===== config.mk =====
export PLATFORM = sky130hd
export DESIGN_NAME = store_buffer
export DESIGN_NICKNAME = d
export VERILOG_FILES = /design/src/rtl/store_buffer_pkg.sv /design/src/rtl/store_align.sv /design/src/rtl/store_buffer.sv
export SDC_FILE = /design/constraint.sdc
export NUM_CORES = 1
export LEC_CHECK = 0
export CAP_MARGIN = 20
export CELL_PAD_IN_SITES_DETAIL_PLACEMENT = 2
export CELL_PAD_IN_SITES_GLOBAL_PLACEMENT = 2
export CORE_ASPECT_RATIO = 0.6
export CORE_MARGIN = 4
export CORE_UTILIZATION = 29
export DETAILED_ROUTE_END_ITERATION = 12
export PLACE_DENSITY_LB_ADDON = 0.15
export SETUP_SLACK_MARGIN = 0.05
export SKIP_CTS_REPAIR_TIMING = 1
export SYNTH_ARGS = -nofsm -noshare
export SYNTH_HDL_FRONTEND = slang
export SYNTH_SLANG_ARGS = --single-unit

===== constraint.sdc =====
create_clock -name CLK -period 15.5 [get_ports CLK]
set_input_delay 4.65 -clock CLK [delete_from_list [all_inputs] [get_ports CLK]]
set_output_delay 4.65 -clock CLK [all_outputs]
set_load 0.02 [all_outputs]

===== src/rtl/store_buffer_pkg.sv =====
// store_buffer_pkg: shared encodings and payload types for the store buffer.
//   Store size encodings (st_size_e), byte-enable constants and the
//   pre-aligned data/byte-enable lane stored in each FIFO entry.
package store_buffer_pkg;

   localparam int unsigned DATA_W = 32;
   localparam int unsigned BE_W   = DATA_W / 8;

   typedef enum logic [1:0] {
      SZ_BYTE = 2'b00,
      SZ_HALF = 2'b01,
      SZ_WORD = 2'b10,
      SZ_RSVD = 2'b11
   } st_size_e;

   localparam logic [BE_W-1:0] BE_WORD    = 4'b1111;
   localparam logic [BE_W-1:0] BE_HALF_LO = 4'b0011;
   localparam logic [BE_W-1:0] BE_HALF_HI = 4'b1100;
   localparam logic [BE_W-1:0] BE_BYTE0   = 4'b0001;

   // Write payload as it will appear on the memory port.
   typedef struct packed {
      logic [DATA_W-1:0] wdata;
      logic [BE_W-1:0]   be;
   } sb_lane_t;

endpackage : store_buffer_pkg


===== src/rtl/store_align.sv =====
// store_align: combinational store alignment for the push path.
//   addr    in  2   low byte-address bits
//   size    in  2   00 byte, 01 half, 10 word, 11 reserved
//   data    in  32  right-justified store data
//   wdata   out 32  data replicated across its lanes
//   be      out 4   little-endian byte enables
//   aligned out 1   request is naturally aligned (reserved size never is)
module store_align
   import store_buffer_pkg::*;
(
   input  logic [1:0]        addr,
   input  logic [1:0]        size,
   input  logic [DATA_W-1:0] data,
   output logic [DATA_W-1:0] wdata,
   output logic [BE_W-1:0]   be,
   output logic              aligned
);

   // Replicate the lane so any byte/half position sees the right bytes.
   always_comb begin
      wdata   = '0;
      be      = '0;
      aligned = 1'b0;
      unique case (st_size_e'(size))
         SZ_BYTE: begin
            wdata   = {4{data[7:0]}};
            be      = BE_BYTE0 << addr;
            aligned = 1'b1;
         end
         SZ_HALF: begin
            wdata   = {2{data[15:0]}};
            be      = addr[1] ? BE_HALF_HI : BE_HALF_LO;
            aligned = ~addr[0];
         end
         SZ_WORD: begin
            wdata   = data;
            be      = BE_WORD;
            aligned = (addr == 2'b00);
         end
         default: begin
            wdata   = '0;
            be      = '0;
            aligned = 1'b0;
         end
      endcase
   end

endmodule : store_align


===== src/rtl/store_buffer.sv =====
// store_buffer: MEM-stage store queue draining to data memory.
//   Accepts aligned stores (st_valid/st_ready), flags misaligned ones with a
//   one-cycle st_misalign pulse, holds them pre-aligned in a DEPTH-entry FIFO
//   and presents the head on mem_we/mem_addr/mem_wdata/mem_be until mem_ready.
//   CLK, RST (async active-high); empty/count report occupancy.
//   Optional STORE_BUFFER_HAZARD_EN adds ld_addr (in) / ld_hazard (out,
//   combinational) for load-after-store word-address matching.
module store_buffer
   import store_buffer_pkg::*;
#(
   parameter int unsigned DEPTH  = 4,
   parameter int unsigned ADDR_W = 32
) (
   input  logic                     CLK,
   input  logic                     RST,
`ifdef STORE_BUFFER_HAZARD_EN
   input  logic [ADDR_W-1:0]        ld_addr,
   output logic                     ld_hazard,
`endif
   input  logic                     st_valid,
   output logic                     st_ready,
   input  logic [ADDR_W-1:0]        st_addr,
   input  logic [1:0]               st_size,
   input  logic [DATA_W-1:0]        st_data,
   output logic                     st_misalign,
   output logic                     mem_we,
   input  logic                     mem_ready,
   output logic [ADDR_W-1:0]        mem_addr,
   output logic [DATA_W-1:0]        mem_wdata,
   output logic [BE_W-1:0]          mem_be,
   output logic                     empty,
   output logic [$clog2(DEPTH):0]   count
);

   localparam int unsigned PTR_W = $clog2(DEPTH);
   localparam int unsigned CNT_W = PTR_W + 1;
   localparam int unsigned WA_W  = ADDR_W - 2;

   logic [PTR_W-1:0] wr_ptr_q, wr_ptr_d;
   logic [PTR_W-1:0] rd_ptr_q, rd_ptr_d;
   logic [CNT_W-1:0] count_q, count_d;
   logic             misalign_q, misalign_d;

   logic [WA_W-1:0]  addr_q [DEPTH];
   sb_lane_t         lane_q [DEPTH];

   logic [DATA_W-1:0] al_wdata;
   logic [BE_W-1:0]   al_be;
   logic              al_ok;
   logic              push, pop, is_empty, is_full;

   store_align u_align (
      .addr    (st_addr[1:0]),
      .size    (st_size),
      .data    (st_data),
      .wdata   (al_wdata),
      .be      (al_be),
      .aligned (al_ok)
   );

   assign is_empty = (count_q == '0);
   assign is_full  = (count_q == CNT_W'(DEPTH));

   // Occupancy status and head-of-queue drain port, zeroed while empty.
   assign empty       = is_empty;
   assign count       = count_q;
   assign st_ready    = ~is_full;
   assign st_misalign = misalign_q;
   assign mem_we      = ~is_empty;
   assign mem_addr    = is_empty ? '0 : {addr_q[rd_ptr_q], 2'b00};
   assign mem_wdata   = is_empty ? '0 : lane_q[rd_ptr_q].wdata;
   assign mem_be      = is_empty ? '0 : lane_q[rd_ptr_q].be;

   // Pointer/count/misalign next state.
   always_comb begin
      wr_ptr_d   = wr_ptr_q;
      rd_ptr_d   = rd_ptr_q;
      count_d    = count_q;
      misalign_d = 1'b0;
      push       = st_valid & ~is_full & al_ok;
      pop        = ~is_empty & mem_ready;

      if (push) wr_ptr_d = wr_ptr_q + PTR_W'(1);
      if (pop)  rd_ptr_d = rd_ptr_q + PTR_W'(1);

      unique case ({push, pop})
         2'b10:   count_d = count_q + CNT_W'(1);
         2'b01:   count_d = count_q - CNT_W'(1);
         default: count_d = count_q;
      endcase

      // Rejections are only flagged when the buffer could have taken them.
      misalign_d = st_valid & ~is_full & ~al_ok;
   end

   // Control state.
   always_ff @(posedge CLK or posedge RST) begin
      if (RST) begin
         wr_ptr_q   <= '0;
         rd_ptr_q   <= '0;
         count_q    <= '0;
         misalign_q <= 1'b0;
      end else begin
         wr_ptr_q   <= wr_ptr_d;
         rd_ptr_q   <= rd_ptr_d;
         count_q    <= count_d;
         misalign_q <= misalign_d;
      end
   end

   // Entry storage, written pre-aligned at the tail.
   always_ff @(posedge CLK or posedge RST) begin
      if (RST) begin
         for (int i = 0; i < int'(DEPTH); i++) begin
            addr_q[i] <= '0;
            lane_q[i] <= '0;
         end
      end else if (push) begin
         addr_q[wr_ptr_q] <= st_addr[ADDR_W-1:2];
         lane_q[wr_ptr_q] <= '{wdata: al_wdata, be: al_be};
      end
   end

`ifdef STORE_BUFFER_HAZARD_EN
   logic [PTR_W-1:0] hz_off;
   logic             unused_ld_lo;

   assign unused_ld_lo = ^ld_addr[1:0];

   // An entry is live when its distance from the head is below count.
   always_comb begin
      ld_hazard = 1'b0;
      hz_off    = '0;
      for (int i = 0; i < int'(DEPTH); i++) begin
         hz_off = PTR_W'(PTR_W'(i) - rd_ptr_q);
         if ((CNT_W'(hz_off) < count_q) &&
             (addr_q[i] == ld_addr[ADDR_W-1:2]) &&
             (lane_q[i].be != '0))
            ld_hazard = 1'b1;
      end
   end
`endif

endmodule : store_buffer


==> results of run 1 <==
## sequential cells by signal, summed over array words and instances (netlist names)
| name | cells |
|---|---|
| wr_ptr_q | 2 |
| rd_ptr_q | 2 |
| addr_q | 120 |
| count | 3 |
| st_misalign | 1 |
| lane_q | 144 |
## per-stage QoR
stage | power, uW | std cells | hold slack, ns | area (um^2)
global route | 3880 | 1708 | 0.508 | 15700
global placement | 2870 | 1650 | 0.457 | 14600
finish | 3620 | 1708 | 0.475 | 15700
floorplan | 2280 | 995 | 0.445 | 12700
CTS | 3690 | 1705 | 0.482 | 15600
detailed placement | 2910 | 1650 | 0.468 | 14600
## layout by cell type (no fill, tap or decap), types with 5 or more instances in the layout
cell	count
a21oi_1	25
and2_1	67
buf_4	9
clkbuf_1	6
clkbuf_16	31
clkbuf_8	10
clkdlybuf4s50_1	142
clkinv_2	6
dfrtp_1	270
ha_1	5
inv_1	7
mux2_2	49
mux2_4	72
mux2i_1	9
mux4_2	66
nand2_1	155
nor2_1	11
nor2b_1	10
o21ai_0	147
## per-layer routing
metal | wire, um | up-vias | share of wire (%) | track usage, %
li1 | - | 3707 | - | -
met2 | 16700 | 79 | 46 | 25.0
met4 | 508 | 0 | 1.4 | 2.36
met1 | 18400 | 4272 | 50 | 22.9
met5 | 0 | - | 0 | 0
met3 | 950 | 35 | 2.6 | 2.40
## final cells by class
type | instances | area (um^2)
Tap cell | 579 | 724
Fill cell | 4444 | 27600
Clock buffer | 47 | 936
Clock inverter | 8 | 90.1
Timing Repair Buffer | 155 | 1580
Multi-Input combinational cell | 639 | 5510
Inverter | 8 | 37.5
Sequential cell | 272 | 6810
## path summary, 6_finish.rpt
check / slack (ns) / end
max in group asynchronous: 9.40 / lane_q[124]$_DFFE_PP0P_
setup / recovery: 7.18 / mem_wdata[2]
hold reg to reg: 0.48 / lane_q[87]$_DFFE_PP0P_
hold / removal: 0.48 / lane_q[87]$_DFFE_PP0P_
min in group asynchronous: 4.61 / lane_q[100]$_DFFE_PP0P_
setup reg to reg: 12.56 / addr_q[11]$_DFFE_PP0P_
## tightest hold or removal path, delay by kind of cell, from the launching register on
family | cells | cell delay, ns
compound gates | 1 | 0.06
flops | 1 | 0.34
simple gates | 1 | 0.05
## cell families (layout without fill, tap and decap cells)
family / count (synthesis) / count (layout) / share of synthesized area (%)
AO/OA/AOI/OAI: 180 / 180 / 7.46
XOR/XNOR: 7 / 7 / 0.482
adder cells (fa/ha/maj): 6 / 6 / 0.649
buffers and inverters: 84 / 218 / 3.65
flip-flops: 272 / 272 / 53.5
multiplexers: 196 / 196 / 25.2
other: 1 / 2 / 0.0295
AND/OR/NAND/NOR: 248 / 248 / 9.03
## power groups by stage
stage / Clock [uW] / Combinational [uW] / Sequential (uW)
floorplan: 0 / 1110 / 1170
global placement: 0 / 1600 / 1270
detailed placement: 0 / 1630 / 1280
CTS: 777 / 1640 / 1280
global route: 809 / 1750 / 1320
finish: 747 / 1600 / 1270
==> out/metrics.csv, run 1 <==
stage,metric,value,unit
grt,initial antenna violation count,0,
pwr,NetSw,1240,uW
pwr,net switching fraction of the power,34.3,%
synth,synth top area cells,"dfrtp_1 53%, mux4_2 12%, mux2_4 8.5%",
setup_path,crit path DAT,3.67,ns
routing,Iter 0 DRT Violations,386,
setup_path,crit-path cells,buf_4 -> mux4_2 -> and2_1 -> clkdlybuf4s50_1,
setup_path,Crit path max-delay family,buffers and inverters,
die,Initial Util,29.4,%
routing,Routed Antenna Nets,0,
routing,drt first pass iters,4,
final_layout,"Core Util, Final",36.2,%
synth,Main synth FF type,dfrtp_1,
worst_hold_path,min-delay src,lane_q[87]$_DFFE_PP0P_,
clock_tree,CTS tree,yes,
clock_tree,CTS Buf Count,30,
routing,DRC viols,0,
grt,global-route wire length before repair,57800,um
synth,Synth top area share,53.5,%
synth,Synth Register Bits,272,
setup_path,Crit Path Max Fanout,39,
worst_hold_path,Tightest Hold Check Type,reg2reg,
status,status,finished clean,
setup_path,CP Launch Type,flop,
timing,final period utilization,53.7,%
timing,RSZ-0062 raised after global routing,no,
synth,Syn Std Cell Area,12700,um^2
timing,Final min period,8.32,ns
clock_tree,"Clk pin slew, worst setup/hold paths",0.06,ns
final_layout,Nets,1182,
synth,Post-synth EDFFs,0,
placement,pre-CTS setup slack,7.50,ns
final_layout,P&R area growth vs syn,23.3,%
timing,Worst-Margin Slew,1.00,ns
setup_path,largest stage delay on the critical path,0.84,ns
placement,Buffers on Ports,142,
die,IO Count,145,
setup_path,crit path launch,rd_ptr_q[0]$_DFFE_PP0P_,
pwr,Comb power frac,44.3,%
synth,Mapped Cells,994,
grt,largest net degree at the start of global routing,158,
die,Die W,278,um
die,row count,59,
final_layout,share of layout cells above drive strength 1,22.9,%
grt,GRT Residual Overflow,0,
pwr,pwr/cell area,231,nW/um^2
synth,commonest cells in the netlist,"272 x dfrtp_1, 155 x nand2_1, 147 x o21ai_0",
die,Die H,170,um
worst_hold_path,Hold Crit Depth,2,
clock_tree,H-tree Lvls,1,
synth,ys async rst share,100,%
routing,Vias,8093,
pwr,Static Leak,0.00689,uW
setup_path,crit path capture type,primary output,
die,Core ar.,43300,um^2
synth,Synth area leader,dfrtp_1,
setup_path,Critical Path RT,10.85,ns
timing,setup TNS,0,ns
final_layout,Ant. Diodes,0,
routing,wire per inst,21.4,um
setup_path,"Buf+Inv Stages, Crit Path",2,
timing,min setup slack post-route,7.18,ns
timing,final hold violations,0,
setup_path,Worst R2R Path Depth,4,
die,die area,47400,um^2
pwr,Worst VDD drop,0.0000820,V
clock_tree,Sinks on Clock Net,272,
clock_tree,clock latency on the worst-skew pair,0.56,ns
synth,Syn Area/Cell,12.8,um^2
synth,register area share after synthesis,53.5,%
setup_path,slowest cell on the critical path,dfrtp_4,
routing,vias per cell,4.74,
timing,final setup vio count,0,
routing,total wire length,36500,um
run,Max Cap Violations,0,
placement,GP Congestion,0.695,
grt,vias in the first global route,9111,
pwr,Clk pwr share,20.6,%
clock_tree,Root Buffer,clkbuf_16,
placement,Detailed Place HPWL,22200,um
setup_path,CP Class,reg2out,
timing,Fin Clk Skew,0.0166,ns
timing,max-slew violation count,0,
pwr,P_int,2380,uW
synth,Synth warnings,0,
timing,Fmax achieved,120,MHz
grt,GRT Util Overall,15.6,%
clock_tree,clk buf depth,3,
setup_path,worst r2r src,count[0]$_DFFE_PP0P_,
pwr,register share of total power,35.1,%
synth,most frequent cell after synthesis,dfrtp_1,
timing,Slew Limit Headroom,33.4,%
synth,Netlist cell types,33,
setup_path,critical path depth,4,
Note: power is estimated with default switching activity, not from simulation.
==> run 2: changes to the inputs <==
clock period = 8.17 ns   (was 15.5 ns; I/O delays follow)
==> run 2 against run 1 <==
  * Combinational power is 89% higher
  * Critical endpoint is now mem_addr[13]
  * Largest cell class unchanged
  * Wire length is 0.79% higher
  * Highest routed layer unchanged
  * Non-clock buffer count is 6 higher
  * Critical path depth stayed put
  * Sequential share of layout area is 0.29 points higher
  * Via count is 0.95% higher
  * Clock-buffer cell count is 3 lower
  * Critical path type unchanged
  * First-iteration DRC count is 11% higher
  * Power is 87% higher
  * Utilization is 0.24 points lower
  * Clock skew is 0.0024 ns lower
==> out/metrics.csv, run 2 (synthesis results as in run 1) <==
stage,metric,value,unit,change
status,status,finished clean,,unchanged
worst_hold_path,Tightest Hold Check Type,reg2reg,,unchanged
routing,Routed Antenna Nets,0,,unchanged
routing,drt first pass iters,4,,unchanged
routing,Iter 0 DRT Violations,430,,was 386
run,Max Cap Violations,0,,unchanged
placement,Detailed Place HPWL,23700,um,"was 22,200 um"
clock_tree,CTS Buf Count,29,,was 30
timing,Final min period,5.69,ns,
die,Die H,170,um,unchanged
placement,GP Congestion,0.716,,was 0.695
setup_path,Crit Path Max Fanout,26,,was 39
worst_hold_path,min-delay src,lane_q[0]$_DFFE_PP0P_,,was lane_q[87]$_DFFE_PP0P_
grt,global-route wire length before repair,58500,um,"was 57,800 um"
die,Die W,278,um,unchanged
timing,Fmax achieved,176,MHz,
clock_tree,"Clk pin slew, worst setup/hold paths",0.06,ns,about the same
pwr,pwr/cell area,434,nW/um^2,was 231 nW/um^2
timing,final setup vio count,0,,unchanged
setup_path,CP Class,reg2out,,unchanged
timing,final period utilization,69.7,%,
clock_tree,Root Buffer,clkbuf_16,,unchanged
timing,RSZ-0062 raised after global routing,no,,unchanged
setup_path,crit path DAT,3.24,ns,was 3.67 ns
final_layout,P&R area growth vs syn,22.5,%,was 23.3%
clock_tree,clk buf depth,3,,unchanged
final_layout,Biggest register,lane_q,,unchanged
final_layout,Fillers,4374,,"was 4,444"
pwr,Total Power,6770,uW,was 3620 uW
clock_tree,CTS tree,yes,,unchanged
final_layout,share of layout cells above drive strength 1,22.9,%,unchanged
final_layout,Largest register FFs,144,,unchanged
final_layout,Nets,1187,,"was 1,182"
die,die area,47400,um^2,unchanged
grt,largest net degree at the start of global routing,112,,was 158
die,IO Count,145,,unchanged
clock_tree,Sinks on Clock Net,272,,unchanged
grt,vias in the first global route,9235,,"was 9,111"
clock_tree,H-tree Lvls,1,,unchanged
routing,Vias,8170,,"was 8,093"
final_layout,"commonest non-fill, non-tap cell in the layout",dfrtp_1,,unchanged
placement,Buffers on Ports,142,,unchanged
worst_hold_path,Hold Crit Depth,2,,unchanged
setup_path,worst r2r src,count[0]$_DFFE_PP0P_,,unchanged
grt,initial antenna violation count,0,,unchanged
routing,DRC viols,0,,unchanged
timing,Fin Clk Skew,0.0142,ns,was 0.0166 ns
die,row count,59,,unchanged
routing,vias per cell,4.78,,was 4.74
clock_tree,clock latency on the worst-skew pair,0.56,ns,about the same
setup_path,CP Launch Type,flop,,unchanged
timing,Worst-Margin Slew,1.00,ns,about the same
pwr,Static Leak,0.00684,uW,was 0.00689 uW
grt,GRT Util Overall,15.7,%,was 15.6%
setup_path,crit path capture type,primary output,,unchanged
setup_path,crit path launch,rd_ptr_q[0]$_DFFE_PP0P_,,unchanged
grt,GRT Residual Overflow,0,,unchanged
timing,final hold violations,0,,unchanged
setup_path,Worst R2R Path Depth,4,,unchanged
final_layout,most frequent cells in the layout,"270 x dfrtp_1, 155 x nand2_1, 147 x o21ai_0",,unchanged
timing,Slew Limit Headroom,33.1,%,was 33.4%
timing,setup TNS,0,ns,unchanged
routing,total wire length,36800,um,"was 36,500 um"
die,Initial Util,29.4,%,unchanged
pwr,Worst VDD drop,0.000160,V,was 0.0000820 V
die,Core ar.,43300,um^2,unchanged
setup_path,Critical Path RT,5.72,ns,was 10.85 ns
timing,max-slew violation count,0,,unchanged
routing,wire per inst,21.5,um,was 21.4 um
run 2: cell types whose count changed in the layout (fill, tap and decap cells not counted), moves of 2 or more:
cell | previous run | this run
buf_16 | 2 | 0
buf_4 | 9 | 17
clkbuf_16 | 31 | 29
clkinv_2 | 6 | 4
run 2: layout make-up:
cell class	instances	area, um^2	share of cell area, %
inverter	8	33.8	0.217
timing repair buffer	161	1590	10.2
tap	579	724	4.65
sequential	272	6810	43.7
clock buffer	44	872	5.59
clock inverter	5	50.0	0.321
multi-input combinational	639	5510	35.3
antenna	1	2.50	0.0161
run 2: per-stage QoR:
stage / hold WS (ns) / utilization [%] / cell area, um^2 / worst slack [ns] / instances
3_5_place_dp: 0.468 / 33.8 / 14700 / 2.95 / 1659
5_1_grt: 0.489 / 36.0 / 15600 / 2.24 / 1708
3_3_place_gp: 0.457 / 33.8 / 14700 / 2.99 / 1659
4_1_cts: 0.481 / 36.0 / 15600 / 2.33 / 1708
6_report: 0.476 / 36.0 / 15600 / 2.48 / 1709
2_1_floorplan: 0.445 / - / 12700 / 2.12 / 995
run 2: per-layer routing:
metal | up-vias | GRT usage, % | wire, um
met3 | 38 | 2.43 | 910
met1 | 4346 | 22.9 | 18300
met5 | - | 0 | 0
met4 | 0 | 2.36 | 544
met2 | 73 | 25.4 | 17100
li1 | 3713 | - | -
run 2: path summary, 6_finish.rpt:
| path | to | slack (ns) |
|---|---|---|
| setup / recovery | mem_addr[13] | 2.48 |
| max in group asynchronous | addr_q[102]$_DFFE_PP0P_ | 4.40 |
| min in group asynchronous | lane_q[64]$_DFFE_PP0P_ | 2.42 |
| hold / removal | lane_q[0]$_DFFE_PP0P_ | 0.48 |
| setup reg to reg | addr_q[89]$_DFFE_PP0P_ | 5.53 |
| hold reg to reg | lane_q[0]$_DFFE_PP0P_ | 0.48 |
run 2: where the power goes:
group	switching, uW	internal [uW]
combinational	1340	1690
sequential	454	1980
clock	553	758
total	2340	4420
run 2: critical path: stages, from the launching register on:
cell and delay [ns]:
dfrtp_4 0.78, buf_4 0.60, mux4_2 0.59, and2_1 0.18, clkdlybuf4s50_1 0.54
==> run 3: changes to the inputs <==
clock period = 5.9 ns   (was 8.17 ns; I/O delays follow)
==> run 3 against run 2 <==
  * Die area unchanged
  * Largest power group unchanged
  * Utilization rose by 0.23 points
  * Combinational power is 39% higher
  * Highest routed layer unchanged
  * Clock skew up 0.0012 ns
  * Sequential share of layout area fell by 0.27 points
  * Flip-flop and latch count stayed put
  * Register-to-register slack worse by 2.3 ns
==> out/metrics.csv, run 3 (synthesis results as in run 1) <==
stage,metric,value,unit,change
status,status,finished clean,,unchanged
grt,GRT Util Overall,15.6,%,was 15.7%
final_layout,FF/Latch Area,6810,um^2,unchanged
routing,wire per inst,21.3,um,was 21.5 um
setup_path,CP Launch Type,flop,,unchanged
routing,Routed Antenna Nets,0,,unchanged
timing,final setup vio count,0,,unchanged
grt,met2 GRT Util,24.9,%,was 25.4%
routing,Iter 0 DRT Violations,332,,was 430
final_layout,most frequent cells in the layout,"270 x dfrtp_1, 155 x nand2_1, 147 x o21ai_0",,unchanged
setup_path,slowest cell on the critical path,dfrtp_4,,unchanged
grt,M1 GR Usage,23.2,%,was 22.9%
die,row count,59,,unchanged
setup_path,largest stage delay on the critical path,0.88,ns,was 0.78 ns
timing,Fin Clk Skew,0.0154,ns,was 0.0142 ns
run,Max Cap Violations,0,,unchanged
clock_tree,Sinks on Clock Net,272,,unchanged
grt,"Most Used Layer, Global Route",met2,,unchanged
routing,vias per cell,4.76,,was 4.78
final_layout,Largest register FFs,144,,unchanged
timing,final period utilization,84.0,%,
grt,M3 GR Usage,2.33,%,was 2.43%
pwr,Static Leak,0.00689,uW,was 0.00684 uW
pwr,Worst VDD drop,0.000214,V,was 0.000160 V
setup_path,crit-path cells,buf_4 -> mux4_2 -> and2_1 -> clkdlybuf4s50_1,,unchanged
timing,final hold violations,0,,unchanged
clock_tree,Root Buffer,clkbuf_16,,unchanged
clock_tree,"Clk pin slew, worst setup/hold paths",0.06,ns,about the same
die,Core ar.,43300,um^2,unchanged
final_layout,post-route cell area,15700,um^2,"was 15,600 um^2"
placement,placed cell area,14700,um^2,about the same
die,Die W,278,um,unchanged
timing,Final min period,4.96,ns,
setup_path,CP Class,reg2out,,unchanged
die,Die H,170,um,unchanged
worst_hold_path,Tightest Hold Check Type,reg2reg,,unchanged
final_layout,Fillers,4409,,"was 4,374"
clock_tree,CTS tree,yes,,unchanged
setup_path,Critical Path RT,4.13,ns,was 5.72 ns
grt,initial antenna violation count,0,,unchanged
routing,DRC viols,0,,unchanged
pwr,pwr/cell area,599,nW/um^2,was 434 nW/um^2
routing,Vias,8161,,"was 8,170"
timing,setup TNS,0,ns,unchanged
final_layout,Biggest register,lane_q,,unchanged
final_layout,share of layout cells above drive strength 1,23.4,%,was 22.9%
final_layout,"Core Util, Final",36.2,%,was 36.0%
clock_tree,clk buf depth,3,,unchanged
final_layout,"commonest non-fill, non-tap cell in the layout",dfrtp_1,,unchanged
timing,min setup slack post-route,0.944,ns,was 2.48 ns
timing,max-slew violation count,0,,unchanged
timing,Fmax achieved,202,MHz,
grt,GRT Residual Overflow,0,,unchanged
setup_path,crit path DAT,3.19,ns,was 3.24 ns
timing,Worst-Margin Slew,0.863,ns,was 1.00 ns
routing,drt first pass iters,4,,unchanged
die,Initial Util,29.4,%,unchanged
placement,Detailed Place HPWL,24100,um,"was 23,700 um"
routing,total wire length,36500,um,"was 36,800 um"
placement,Buffers on Ports,142,,unchanged
final_layout,P&R area growth vs syn,23.3,%,was 22.5%
final_layout,Nets,1191,,"was 1,187"
clock_tree,CTS Buf Count,29,,unchanged
setup_path,crit path capture type,primary output,,unchanged
final_layout,Ant. Diodes,0,,was 1
timing,RSZ-0062 raised after global routing,no,,unchanged
setup_path,Crit Path Max Fanout,28,,was 26
grt,global-route wire length before repair,58100,um,"was 58,500 um"
placement,pre-CTS setup slack,1.43,ns,was 2.95 ns
grt,largest net degree at the start of global routing,96,,was 112
die,die area,47400,um^2,unchanged
final_layout,multi-input logic area,5510,um^2,unchanged
timing,Slew Limit Headroom,42.5,%,was 33.1%
placement,GP Congestion,0.706,,was 0.716
clock_tree,clock latency on the worst-skew pair,0.56,ns,about the same
die,IO Count,145,,unchanged
clock_tree,H-tree Lvls,1,,unchanged
grt,vias in the first global route,9196,,"was 9,235"
[run 3: final cells by class]
cell class              instances  area share [%]
clock buffers                  44            5.56
clock inverters                 8           0.447
inverters                       8           0.215
multi-input cells             639            35.1
flip-flops and latches        272            43.4
well taps                     579            4.62
repair buffers                165            10.6
[run 3: worst paths after layout]
| check | startpoint | end | slack [ns] | depth (start not counted) |
|---|---|---|---|---|
| worst max-delay path | rd_ptr_q[0]$_DFFE_PP0P_ | mem_addr[22] | 0.94 | 4 |
| worst max register to register | count[0]$_DFFE_PP0P_ | count[2]$_DFFE_PP0P_ | 3.22 | 8 |
| max in group asynchronous | RST | addr_q[5]$_DFFE_PP0P_ | 3.66 | 3 |
| worst min register to register | lane_q[48]$_DFFE_PP0P_ | lane_q[48]$_DFFE_PP0P_ | 0.48 | 2 |
| worst min-delay path | lane_q[48]$_DFFE_PP0P_ | lane_q[48]$_DFFE_PP0P_ | 0.48 | 2 |
| min in group asynchronous | RST | lane_q[98]$_DFFE_PP0P_ | 1.73 | 3 |
[run 3: layer usage]
metal,vias up,routed length (um)
met1,4344,18600
met4,0,453
met5,-,0
met2,65,16700
li1,3720,-
met3,32,778
[run 3: worst max-delay path, delay by kind of cell (launching register included)]
| kind | cells | cell delay, ns |
|---|---|---|
| DFF | 1 | 0.88 |
| and+or+nand+nor | 1 | 0.18 |
| muxes | 1 | 0.55 |
| buffers and inverters | 2 | 1.01 |
[run 3: metrics by stage]
step,power (uW),std cells,hold slack (ns)
2_1_floorplan,5990,995,0.445
3_3_place_gp,7590,1663,0.457
3_5_place_dp,7710,1663,0.469
4_1_cts,9590,1715,0.483
5_1_grt,10100,1715,0.513
6_report,9400,1715,0.478
[run 3: power breakdown]
group,internal [uW],switching (uW)
clock,1060,771
combinational,2360,1860
sequential,2740,624
total,6150,3250
